`src/rtl/line_buffer_row_scheduler.sv`:
```
// line_buffer_row_scheduler
//
// Generates the row-stream commands and the last_channel flag for an input
// line buffer over one conv layer. The walk is channel outer, row inner. It
// advances only when the buffer reports Done_1row.
//
// Ports:
//   clk, Reset        - rising-edge clock, asynchronous active-low reset
//   start, abort      - begin a layer (sampled in IDLE only) / return to IDLE
//   IMAGE_SIZE        - rows per channel, latched on an accepted start
//   CHANNEL_SIZE      - channel count, latched on an accepted start
//   Done_1row         - buffer finished the current row pass (used in WAIT only)
//   Stream_*_row      - one-cycle command pulses (first / mid / last row)
//   last_channel      - high for the whole final channel
//   row_idx, ch_idx   - current row pass / channel
//   busy, done        - not-IDLE level / one-cycle layer-complete pulse
//   cfg_err           - one-cycle pulse when start is rejected for bad sizes
module line_buffer_row_scheduler #(
    parameter int unsigned IMG_W = 9,
    parameter int unsigned CH_W  = 10
) (
    input  logic             clk,
    input  logic             Reset,
    input  logic             start,
    input  logic             abort,
    input  logic [IMG_W-1:0] IMAGE_SIZE,
    input  logic [CH_W-1:0]  CHANNEL_SIZE,
    input  logic             Done_1row,
    output logic             Stream_first_row,
    output logic             Stream_mid_row,
    output logic             Stream_last_row,
    output logic             last_channel,
    output logic [IMG_W-1:0] row_idx,
    output logic [CH_W-1:0]  ch_idx,
    output logic             busy,
    output logic             done,
    output logic             cfg_err
);

    typedef enum logic [2:0] {
        StIdle,
        StIssue,
        StWait,
        StNext,
        StDone
    } state_e;

    state_e           state_q, state_d;
    logic [IMG_W-1:0] img_q, img_d;
    logic [CH_W-1:0]  chs_q, chs_d;
    logic [IMG_W-1:0] row_q, row_d;
    logic [CH_W-1:0]  ch_q, ch_d;
    logic             first_q, first_d;
    logic             mid_q, mid_d;
    logic             last_q, last_d;
    logic             lc_q, lc_d;
    logic             busy_q, busy_d;
    logic             done_q, done_d;
    logic             cfg_err_q, cfg_err_d;

    // Commands are decoded from the next-state row so they are registered on
    // the same edge that enters ISSUE; the pulse therefore covers exactly the
    // ISSUE cycle.
    always_comb begin
        state_d   = state_q;
        img_d     = img_q;
        chs_d     = chs_q;
        row_d     = row_q;
        ch_d      = ch_q;
        lc_d      = lc_q;
        first_d   = 1'b0;
        mid_d     = 1'b0;
        last_d    = 1'b0;
        done_d    = 1'b0;
        cfg_err_d = 1'b0;

        unique case (state_q)
            StIdle: begin
                if (start) begin
                    if (IMAGE_SIZE >= IMG_W'(2) && CHANNEL_SIZE != '0) begin
                        img_d   = IMAGE_SIZE;
                        chs_d   = CHANNEL_SIZE;
                        row_d   = '0;
                        ch_d    = '0;
                        lc_d    = (CHANNEL_SIZE == CH_W'(1));
                        first_d = 1'b1;
                        state_d = StIssue;
                    end else begin
                        cfg_err_d = 1'b1;
                    end
                end
            end
            StIssue: begin
                state_d = StWait;
            end
            StWait: begin
                if (Done_1row) begin
                    state_d = StNext;
                end
            end
            StNext: begin
                if (row_q < img_q - IMG_W'(1)) begin
                    row_d   = row_q + IMG_W'(1);
                    state_d = StIssue;
                    // Row 0 never reaches here, so first-row priority is implicit.
                    if (row_d == img_q - IMG_W'(1)) begin
                        last_d = 1'b1;
                    end else begin
                        mid_d = 1'b1;
                    end
                end else if (ch_q < chs_q - CH_W'(1)) begin
                    row_d   = '0;
                    ch_d    = ch_q + CH_W'(1);
                    lc_d    = (ch_d == chs_q - CH_W'(1));
                    first_d = 1'b1;
                    state_d = StIssue;
                end else begin
                    lc_d    = 1'b0;
                    done_d  = 1'b1;
                    state_d = StDone;
                end
            end
            StDone: begin
                state_d = StIdle;
            end
            default: begin
                state_d = StIdle;
            end
        endcase

        // Abort overrides everything; counters and latched sizes hold.
        if (abort) begin
            state_d   = StIdle;
            img_d     = img_q;
            chs_d     = chs_q;
            row_d     = row_q;
            ch_d      = ch_q;
            lc_d      = 1'b0;
            first_d   = 1'b0;
            mid_d     = 1'b0;
            last_d    = 1'b0;
            done_d    = 1'b0;
            cfg_err_d = 1'b0;
        end

        busy_d = (state_d != StIdle);
    end

    always_ff @(posedge clk or negedge Reset) begin
        if (!Reset) begin
            state_q   <= StIdle;
            img_q     <= '0;
            chs_q     <= '0;
            row_q     <= '0;
            ch_q      <= '0;
            lc_q      <= 1'b0;
            first_q   <= 1'b0;
            mid_q     <= 1'b0;
            last_q    <= 1'b0;
            busy_q    <= 1'b0;
            done_q    <= 1'b0;
            cfg_err_q <= 1'b0;
        end else begin
            state_q   <= state_d;
            img_q     <= img_d;
            chs_q     <= chs_d;
            row_q     <= row_d;
            ch_q      <= ch_d;
            lc_q      <= lc_d;
            first_q   <= first_d;
            mid_q     <= mid_d;
            last_q    <= last_d;
            busy_q    <= busy_d;
            done_q    <= done_d;
            cfg_err_q <= cfg_err_d;
        end
    end

    assign Stream_first_row = first_q;
    assign Stream_mid_row   = mid_q;
    assign Stream_last_row  = last_q;
    assign last_channel     = lc_q;
    assign row_idx          = row_q;
    assign ch_idx           = ch_q;
    assign busy             = busy_q;
    assign done             = done_q;
    assign cfg_err          = cfg_err_q;

endmodule

```
`config.mk`:
```
export PLATFORM = sky130hd
export DESIGN_NAME = line_buffer_row_scheduler
export DESIGN_NICKNAME = d
export VERILOG_FILES = /design/src/rtl/line_buffer_row_scheduler.sv
export SDC_FILE = /design/constraint.sdc
export NUM_CORES = 1
export LEC_CHECK = 0
export CELL_PAD_IN_SITES_DETAIL_PLACEMENT = 1
export CELL_PAD_IN_SITES_GLOBAL_PLACEMENT = 1
export CORE_MARGIN = 2
export CORE_UTILIZATION = 42
export DETAILED_ROUTE_END_ITERATION = 10
export PLACE_DENSITY = 0.87
export SYNTH_ARGS = -nofsm -noshare
export SYNTH_HDL_FRONTEND = slang
export SYNTH_SLANG_ARGS = --single-unit
export TNS_END_PERCENT = 10
```
`constraint.sdc`:
```
create_clock -name clk -period 4.4 [get_ports clk]
set_input_delay 1.32 -clock clk [delete_from_list [all_inputs] [get_ports clk]]
set_output_delay 1.32 -clock clk [all_outputs]
set_load 0.02 [all_outputs]
```
==> results of run 1 <==
-- power groups by stage --
stage                     clock [mW]  sequential (mW)  combinational (mW)
after floorplan                    0            0.577               0.359
after global placement             0            0.585               0.473
after detailed placement           0            0.592               0.501
after CTS                      0.352            0.584               0.509
after global routing           0.365            0.596               0.562
final                          0.343            0.585               0.502
-- Yosys cell counts, drive strengths merged, types with 3 or more instances --
master,instances,area share
and2,4,0.0078
nor3,11,0.020
nor3b,4,0.0094
nor2,21,0.025
or4,3,0.0070
nand3,11,0.017
o21ai,9,0.014
xor2,11,0.032
a21oi,19,0.031
clkbuf,3,0.0035
dfrtp,48,0.38
ha,23,0.090
buf,5,0.014
nor4,6,0.012
xnor2,36,0.098
or3,4,0.0086
nand2b,5,0.0098
and3,6,0.015
inv,16,0.019
a31oi,15,0.029
nand2,21,0.025
mux2,20,0.070
-- cells by family after synthesis --
| kind of cell | Yosys count |
|---|---|
| AO/OA/AOI/OAI | 59 |
| buffers and inverters | 24 |
| flip-flops | 48 |
| multiplexers | 21 |
| XOR/XNOR | 47 |
| adder cells (fa/ha/maj) | 23 |
| AND/OR/NAND/NOR | 104 |
-- metrics by stage --
stage | util | std cells | power (mW) | area [µm²]
after floorplan | - | 326 | 0.9363 | 3202
after global routing | 0.5306 | 476 | 1.523 | 3890
after CTS | 0.5306 | 476 | 1.446 | 3890
after global placement | 0.5141 | 468 | 1.057 | 3769
after detailed placement | 0.5141 | 468 | 1.093 | 3769
final | 0.5306 | 476 | 1.430 | 3890
-- per-layer routing --
layer  vias up  GRT usage  part of all wire
li1       1264          -                 -
met1      1303     0.2558              0.45
met2        48     0.3704              0.51
met3        14    0.03071             0.026
met4         0    0.05682             0.018
met5         -          0                 0
-- critical path: stages (launching register included) --
cell      delay (ns)
dfrtp_1         0.43
nor3_1          0.42
nand2_1         0.20
nor3_1          0.25
xnor2_1         0.23
ha_1            0.33
a211oi_1        0.27
nand2_1         0.12
a211o_1         0.30
o221ai_2        0.33
a21oi_1         0.14
a21oi_2         0.39
mux2_2          0.38
-- cell type report --
type / instances / area [µm²]
fill: 805 / 3441
multi-input combinational: 254 / 1883
sequential: 48 / 1201
timing repair buffer: 51 / 500.5
tap: 99 / 123.9
clock buffer: 6 / 82.58
inverter: 16 / 60.06
clock inverter: 2 / 38.79
-- worst max path at each step --
stage	end	slack, ns	depth (start not counted)
4_1_cts	row_idx[3]	0.46	12
3_5_place_dp	row_idx[3]	0.71	12
2_1_floorplan	row_idx[3]	1.24	12
3_3_place_gp	row_idx[3]	0.91	5
6_report	row_idx[3]	0.50	12
5_1_grt	row_idx[3]	0.15	12
-- state kept, by name (all words and copies together) (netlist names) --
name and flops:
busy 1, Stream_mid_row 1, chs_q 10, state_q 3, img_q 9, cfg_err 1, row_idx 9, ch_idx 10
Stream_first_row 1, Stream_last_row 1, last_channel 1, done 1
==> flow_summary.toml, run 1 <==
[outcome]
status = "complete, no violations"

[routing]
drc_errors = 0
ant_nets = 0
wire_per_inst_um = 17.06
drtIter0Drc = 104
vias = 2629
vias_per_cell = 5.523
first_pass_iters = 4
routed_wl_um = 8119

[synth]
synth_nets = 373
synth.distinct_cells = 52
synth-warning-count = 0
synth_edf_count = 0
muxShareOfSynthArea = 0.07347
ys.flop_type = "dfrtp_1"
synth_simple_gate_area_frac = 0.1755
syn_inst = 326
syn_area_mm2 = 0.003202
seq_area_frac_synth = 0.3751
synth_top_family_by_area = "simple AND/OR/NAND/NOR gates"
syn_area_per_cell_um2 = 9.822
async_flop_share = 1.000
synth_xor_area_frac = 0.1309
ys_ff_latch = 48
synth_fa_ha_area_frac = 0.08988
synth-compound-area-share = 0.1184

[final_layout]
drive_gt1_frac = 0.1141
nNetsFinal = 423
n_antenna_cell = 0
layout_common_cells = "48 x dfrtp_1, 48 x clkdlybuf4s50_1, 36 x xnor2_1, 23 x ha_1"
area_delta_synth_final_pct = 21.49

[sta]
setup_ws_ns = 0.4966
finalHoldWorstSlack_ns = 0.5534
setup_tns_ns = 0
finalHoldViolCount = 0
fin_crit_ns = 3.903
rsz0062_at_grt = "no"
relSlewSlack = 0.2563
finalCritPeriodShare = 0.8871
finClkSkew_ns = 0.009717
finalSetupViolCount = 0
worstMarginPinSlew_ns = 1.116
slew_violations = 0
max_clock_freq_mhz = 256.2

[cts]
path_clk_slew_ns = 0.10
cts_tree = "yes"
hold_buffers = 0
clockRootBuffer = "clkbuf_8"
clock_latency_ns = 0.30
htree_levels = 2
clk_path_buf_depth = 2
post_cts_resized = 0
cts_made_buffers = 5
clock-sinks = 48
cts_setup_buffers = 0

[placed_design]
pre_cts_slack_ns = 0.7149
place_hpwl_um = 6260
gp_congestion = 0.8883
portBuffers = 49

[critical_path]
worstSetupStartpoint = "chs_q[3]"
start_kind = "flop"
r2r_cells = 12
worstPathArrival_ns = 4.09
crit_path_end_kind = "flop"
rr_endpoint = "row_idx[3]"
reg2reg_slack_ns = 0.50
r2r_start = "chs_q[3]"
path_max_fanout = 8
crit_required_ns = 4.59
criticalPathCategory = "reg2reg"

[pwr]
seqPwrFrac = 0.409
internal_power_mw = 0.9404
pwr-share-clk = 0.240
p_comb_frac = 0.351
switching_share = 0.3422
p_leak_nw = 1.604
p_per_area_mw_per_mm2 = 367.5
switchingPower_mw = 0.4893
ir_worst_vdd_mv = 0.2205

[die]
die_w_um = 91.31
start_util = 0.4368
die_h_um = 91.31
io_pins = 50
core_mm2 = 0.007331
row_count = 31
die_area_mm2 = 0.008338

[grt]
grt_max_degree = 49
grt_pass1_wl_um = 13830
first_global_vias = 2870
grt_usage = 0.2058
antenna_found_initial = 0
grt-ovfl-total = 0

[worst_hold_path]
min_path_cells = 1
min_to = "chs_q[9]"
hp-class = "reg2reg"
hp-start = "chs_q[9]"

[flow_run]
maxCapViolCount = 0
Power figures use the tool's default switching activity.
==> run 2, diff against run 1 <==
CORE_UTILIZATION = 38   (was 42)
PLACE_DENSITY = 0.83   (was 0.87)
clock period = 3.5 ns   (was 4.4 ns; I/O delays follow)
==> run 2 against run 1 <==
Power rose by 25%; die area up 10%; combinational power up 28%; clock-buffer cell count unchanged; first-iteration DRC count fell by 15%; largest cell class unchanged; largest power group unchanged; clock skew fell by 0.0035 ns; highest routed layer unchanged; clock power up 19%; hold slack lost 0.015 ns; critical endpoint is now ch_idx[7]; setup slack got worse by 0.26 ns.
==> flow_summary.toml, run 2 (synthesized netlist as in run 1, its figures left out) <==
[cts]
cts_made_buffers = 5
path_clk_slew_ns = 0.09
clk_path_buf_depth = 2
clockRootBuffer = "clkbuf_8"
cts_setup_buffers = 0
clock_latency_ns = 0.31
clock-sinks = 48
cts_tree = "yes"
htree_levels = 2

[sta]
relSlewSlack = 0.2701
finalSetupViolCount = 0
finalHoldWorstSlack_ns = 0.5381
setup_ws_ns = 0.2325
worstMarginPinSlew_ns = 1.095
finalHoldViolCount = 0
max_clock_freq_mhz = 306.0
finalCritPeriodShare = 0.9336
slew_violations = 0
fin_crit_ns = 3.267
setup_tns_ns = 0
finClkSkew_ns = 0.006172
rsz0062_at_grt = "no"

[die]
die_area_mm2 = 0.009176
io_pins = 50
die_h_um = 95.79
start_util = 0.3916
row_count = 33
die_w_um = 95.79
core_mm2 = 0.008175

[routing]
first_pass_iters = 4
ant_nets = 0
vias = 2624
vias_per_cell = 5.410
wire_per_inst_um = 16.35
drc_errors = 0
drtIter0Drc = 88
routed_wl_um = 7932

[flow_run]
maxCapViolCount = 0

[final_layout]
layout_common_cells = "48 x dfrtp_1, 48 x clkdlybuf4s50_1, 36 x xnor2_1, 23 x ha_1, 21 x nor2_1"
drive_gt1_frac = 0.1289
n_antenna_cell = 0
area_delta_synth_final_pct = 23.72
design_area_mm2 = 0.003961
nNetsFinal = 426
final_util = 0.4845

[grt]
first_global_vias = 2686
grt_max_degree = 49
grt_pass1_wl_um = 13110
grt-ovfl-total = 0
grt_usage = 0.1815
antenna_found_initial = 0

[critical_path]
crit_required_ns = 3.73
cpMostUsedCell = "a31oi_1"
worstPathArrival_ns = 3.49
critPathTopFamily = "compound AO/OA/AOI/OAI gates"
path_max_fanout = 12
start_kind = "flop"
cp_slowest_cell = "or4_1"
criticalPathCategory = "reg2reg"
cp_slowest_stage_delay_ns = 0.58
cp.buffers_inverters = 1
cp_cell_sequence = "or4_1 > nor2_1 > xnor2_1 > ha_1 > a22o_1 > o41ai_4 > nand2_2 > a31oi_1 > nor4_1 > buf_4 > a31oi_1"
crit_path_end_kind = "flop"

[outcome]
status = "complete, no violations"

[placed_design]
pre_cts_slack_ns = 0.004718
place_area_mm2 = 0.003811
place_hpwl_um = 6121
gp_congestion = 0.8225
portBuffers = 49

[worst_hold_path]
hp-class = "reg2reg"

[pwr]
p_leak_nw = 1.637
ir_worst_vdd_mv = 0.2098
p_per_area_mw_per_mm2 = 450.7
==> run 2: metal layers <==
| metal | GRT usage | vias to the layer above | share of wire |
|---|---|---|---|
| met3 | 0.02897 | 5 | 0.031 |
| met4 | 0.04881 | 0 | 0.0088 |
| met1 | 0.2349 | 1300 | 0.45 |
| met5 | 0 | - | 0 |
| met2 | 0.3147 | 45 | 0.51 |
| li1 | - | 1274 | - |
==> run 2: worst reg2reg max path: stages, from the launching register on <==
cell and delay, ns:
dfrtp_1 0.42, or4_1 0.58, nor2_1 0.14, xnor2_1 0.18
ha_1 0.29, a22o_1 0.24, o41ai_4 0.40, nand2_2 0.26
a31oi_1 0.24, nor4_1 0.07, buf_4 0.19, a31oi_1 0.18
==> run 2: final cells by class <==
cell class	instances	area [µm²]
fillers	938	4214
multi-input cells	254	1926
flip-flops and latches	48	1201
repair buffers	54	535.5
well taps	105	131.4
clock buffers	6	72.57
inverters	16	60.06
clock inverters	2	35.03
==> run 2: final timing paths <==
path                           from   endpoint  slack (ns)  depth (start not counted)
min in group asynchronous     Reset       busy        0.94                          1
max                        img_q[4]  ch_idx[7]        0.23                         11
max in group asynchronous     Reset   chs_q[9]        1.89                          1
max reg2reg                img_q[4]  ch_idx[7]        0.23                         11
min                        img_q[8]   img_q[8]        0.54                          1
min reg2reg                img_q[8]   img_q[8]        0.54                          1
==> run 2: through the flow <==
stage          std cells  total power [mW]
2_1_floorplan        326             1.177
4_1_cts              485             1.801
6_report             485             1.785
3_5_place_dp         477             1.383
3_3_place_gp         477             1.335
5_1_grt              485             1.913
==> run 2: timing repair <==
| item | CTS | global route |
|---|---|---|
| gates resized for setup | 1 | 6 |
| cloned | 0 | 0 |
| endpoints found under the setup margin | 2 | 20 |
| hold buffers | 0 | 0 |
| endpoints found under the hold margin | 0 | 0 |
| pin swaps | 0 | 0 |
==> run 2: power breakdown <==
group	switching [mW]	internal, mW	total (mW)
registers	0.0999	0.634	0.734
clock network	0.196	0.212	0.408
logic	0.317	0.326	0.643
total	0.613	1.17	1.79
==> run 3, diff against run 2 <==
CTS_CLUSTER_SIZE = 20   (was default)
GPL_ROUTABILITY_DRIVEN = 0   (was default)
SLEW_MARGIN = 20   (was default)
==> run 3 against run 2 <==
Hold slack stayed put; cell area about the same; power barely moved; sequential share of layout area barely moved; global-route usage did not move; via count unchanged; sequential cell count is the same; final cell count unchanged; combinational power is essentially flat; non-clock buffer count stayed put; setup slack is the same; critical endpoint unchanged.
==> flow_summary.toml, run 3 (synthesized netlist as in run 1, its figures left out) <==
[outcome]
status = "complete, no violations"

[final_layout]
nNetsFinal = 426
seqCellArea_mm2 = 0.001201
layout_common_cells = "48 x dfrtp_1, 48 x clkdlybuf4s50_1, 36 x xnor2_1, 23 x ha_1, 21 x nor2_1"
multiInputGateArea_mm2 = 0.001926
drive_gt1_frac = 0.1289
final_util = 0.4848
n_fill_cell = 937
n_antenna_cell = 0
area_delta_synth_final_pct = 23.80

[critical_path]
worstPathArrival_ns = 3.49
start_kind = "flop"
r2r_cells = 11
reg2reg_slack_ns = 0.23
rr_endpoint = "ch_idx[7]"
criticalPathCategory = "reg2reg"
path_max_fanout = 12
crit_path_end_kind = "flop"
r2r_start = "img_q[4]"
crit_required_ns = 3.73

[worst_hold_path]
hp-class = "reg2reg"
min_path_cells = 1
min_to = "img_q[8]"
hp-start = "img_q[8]"

[routing]
wire_per_inst_um = 16.36
drtIter0Drc = 88
ant_nets = 0
drc_errors = 0
vias_per_cell = 5.410
vias = 2624
first_pass_iters = 4
routed_wl_um = 7933

[sta]
slew_violations = 0
finalSetupViolCount = 0
relSlewSlack = 0.5883
finalHoldViolCount = 0
setup_tns_ns = 0
rsz0062_at_grt = "no"
finClkSkew_ns = 0.006172
max_clock_freq_mhz = 306.0
finalHoldWorstSlack_ns = 0.5381
worstMarginPinSlew_ns = 0.6176
fin_crit_ns = 3.267
finalCritPeriodShare = 0.9336

[grt]
grt_pass1_wl_um = 13110
grt_usage = 0.1815
grt_max_degree = 49
antenna_found_initial = 0
first_global_vias = 2686
grt-ovfl-total = 0

[pwr]
p_per_area_mw_per_mm2 = 450.5
ir_worst_vdd_mv = 0.2098
p_leak_nw = 1.638

[die]
start_util = 0.3916
die_area_mm2 = 0.009176
core_mm2 = 0.008175
die_h_um = 95.79
row_count = 33
io_pins = 50
die_w_um = 95.79

[placed_design]
place_hpwl_um = 6121
portBuffers = 49

[cts]
path_clk_slew_ns = 0.09
cts_made_buffers = 5
clock_latency_ns = 0.31
cts_tree = "yes"
clk_path_buf_depth = 2
clock-sinks = 48
htree_levels = 2
clockRootBuffer = "clkbuf_8"
hold_buffers = 0

[flow_run]
maxCapViolCount = 0
## run 3: changes by cell type in the layout (fill, tap and decap cells not counted)
cell	before	now
buf_4	4	5
buf_2	1	0
## run 3: worst max-delay path by stage
stage / end / slack, ns / startpoint
floorplan: row_idx[3] / 0.34 / chs_q[3]
global placement: ch_idx[5] / 0.28 / chs_q[3]
detailed placement: row_idx[2] / 0.005 / img_q[4]
CTS: ch_idx[7] / 0.007 / img_q[4]
global route: last_channel / 0.002 / chs_q[3]
finish: ch_idx[7] / 0.23 / img_q[4]
## run 3: repair_timing
item | CTS | global route
pin swaps | 0 | 0
hold endpoints to repair | 0 | 0
endpoints found under the setup margin | 2 | 20
buffers inserted | 0 | 0
cloned | 0 | 0
gates resized for setup | 1 | 6
## run 3: cell type report
class / instances / area share
Clock buffer: 6 / 0.01831
Clock inverter: 2 / 0.008838
Inverter: 16 / 0.01515
Multi-Input combinational cell: 254 / 0.4858
Sequential cell: 48 / 0.3030
Tap cell: 105 / 0.03314
Timing Repair Buffer: 54 / 0.1357
## run 3: worst max-delay path, stage by stage, from the launching register on
cell     delay (ns)
dfrtp_1        0.42
or4_1          0.58
nor2_1         0.14
xnor2_1        0.18
ha_1           0.29
a22o_1         0.24
o41ai_4        0.40
nand2_2        0.25
a31oi_1        0.24
nor4_1         0.07
buf_4          0.19
a31oi_1        0.18
## run 3: power by group
part / switching, mW / total (mW) / internal (mW)
Combinational: 0.317 / 0.643 / 0.326
Clock: 0.196 / 0.408 / 0.212
Sequential: 0.0999 / 0.734 / 0.634
Total: 0.613 / 1.79 / 1.17
## run 3: metrics by stage
stage | worst slack [ns] | power, mW | instance area (µm²) | instances
final | 0.2325 | 1.786 | 3964 | 485
after global routing | 0.002196 | 1.914 | 3964 | 485
after CTS | 0.006978 | 1.801 | 3925 | 485
after detailed placement | 0.004718 | 1.383 | 3811 | 477
after global placement | 0.2812 | 1.335 | 3811 | 477
after floorplan | 0.3386 | 1.177 | 3202 | 326
## run 3: layer usage
layer | part of all wire | up-vias | track usage
met5 | 0 | - | 0
met1 | 0.45 | 1300 | 0.2349
met4 | 0.0088 | 0 | 0.04881
li1 | - | 1274 | -
met2 | 0.51 | 45 | 0.3147
met3 | 0.031 | 5 | 0.02897
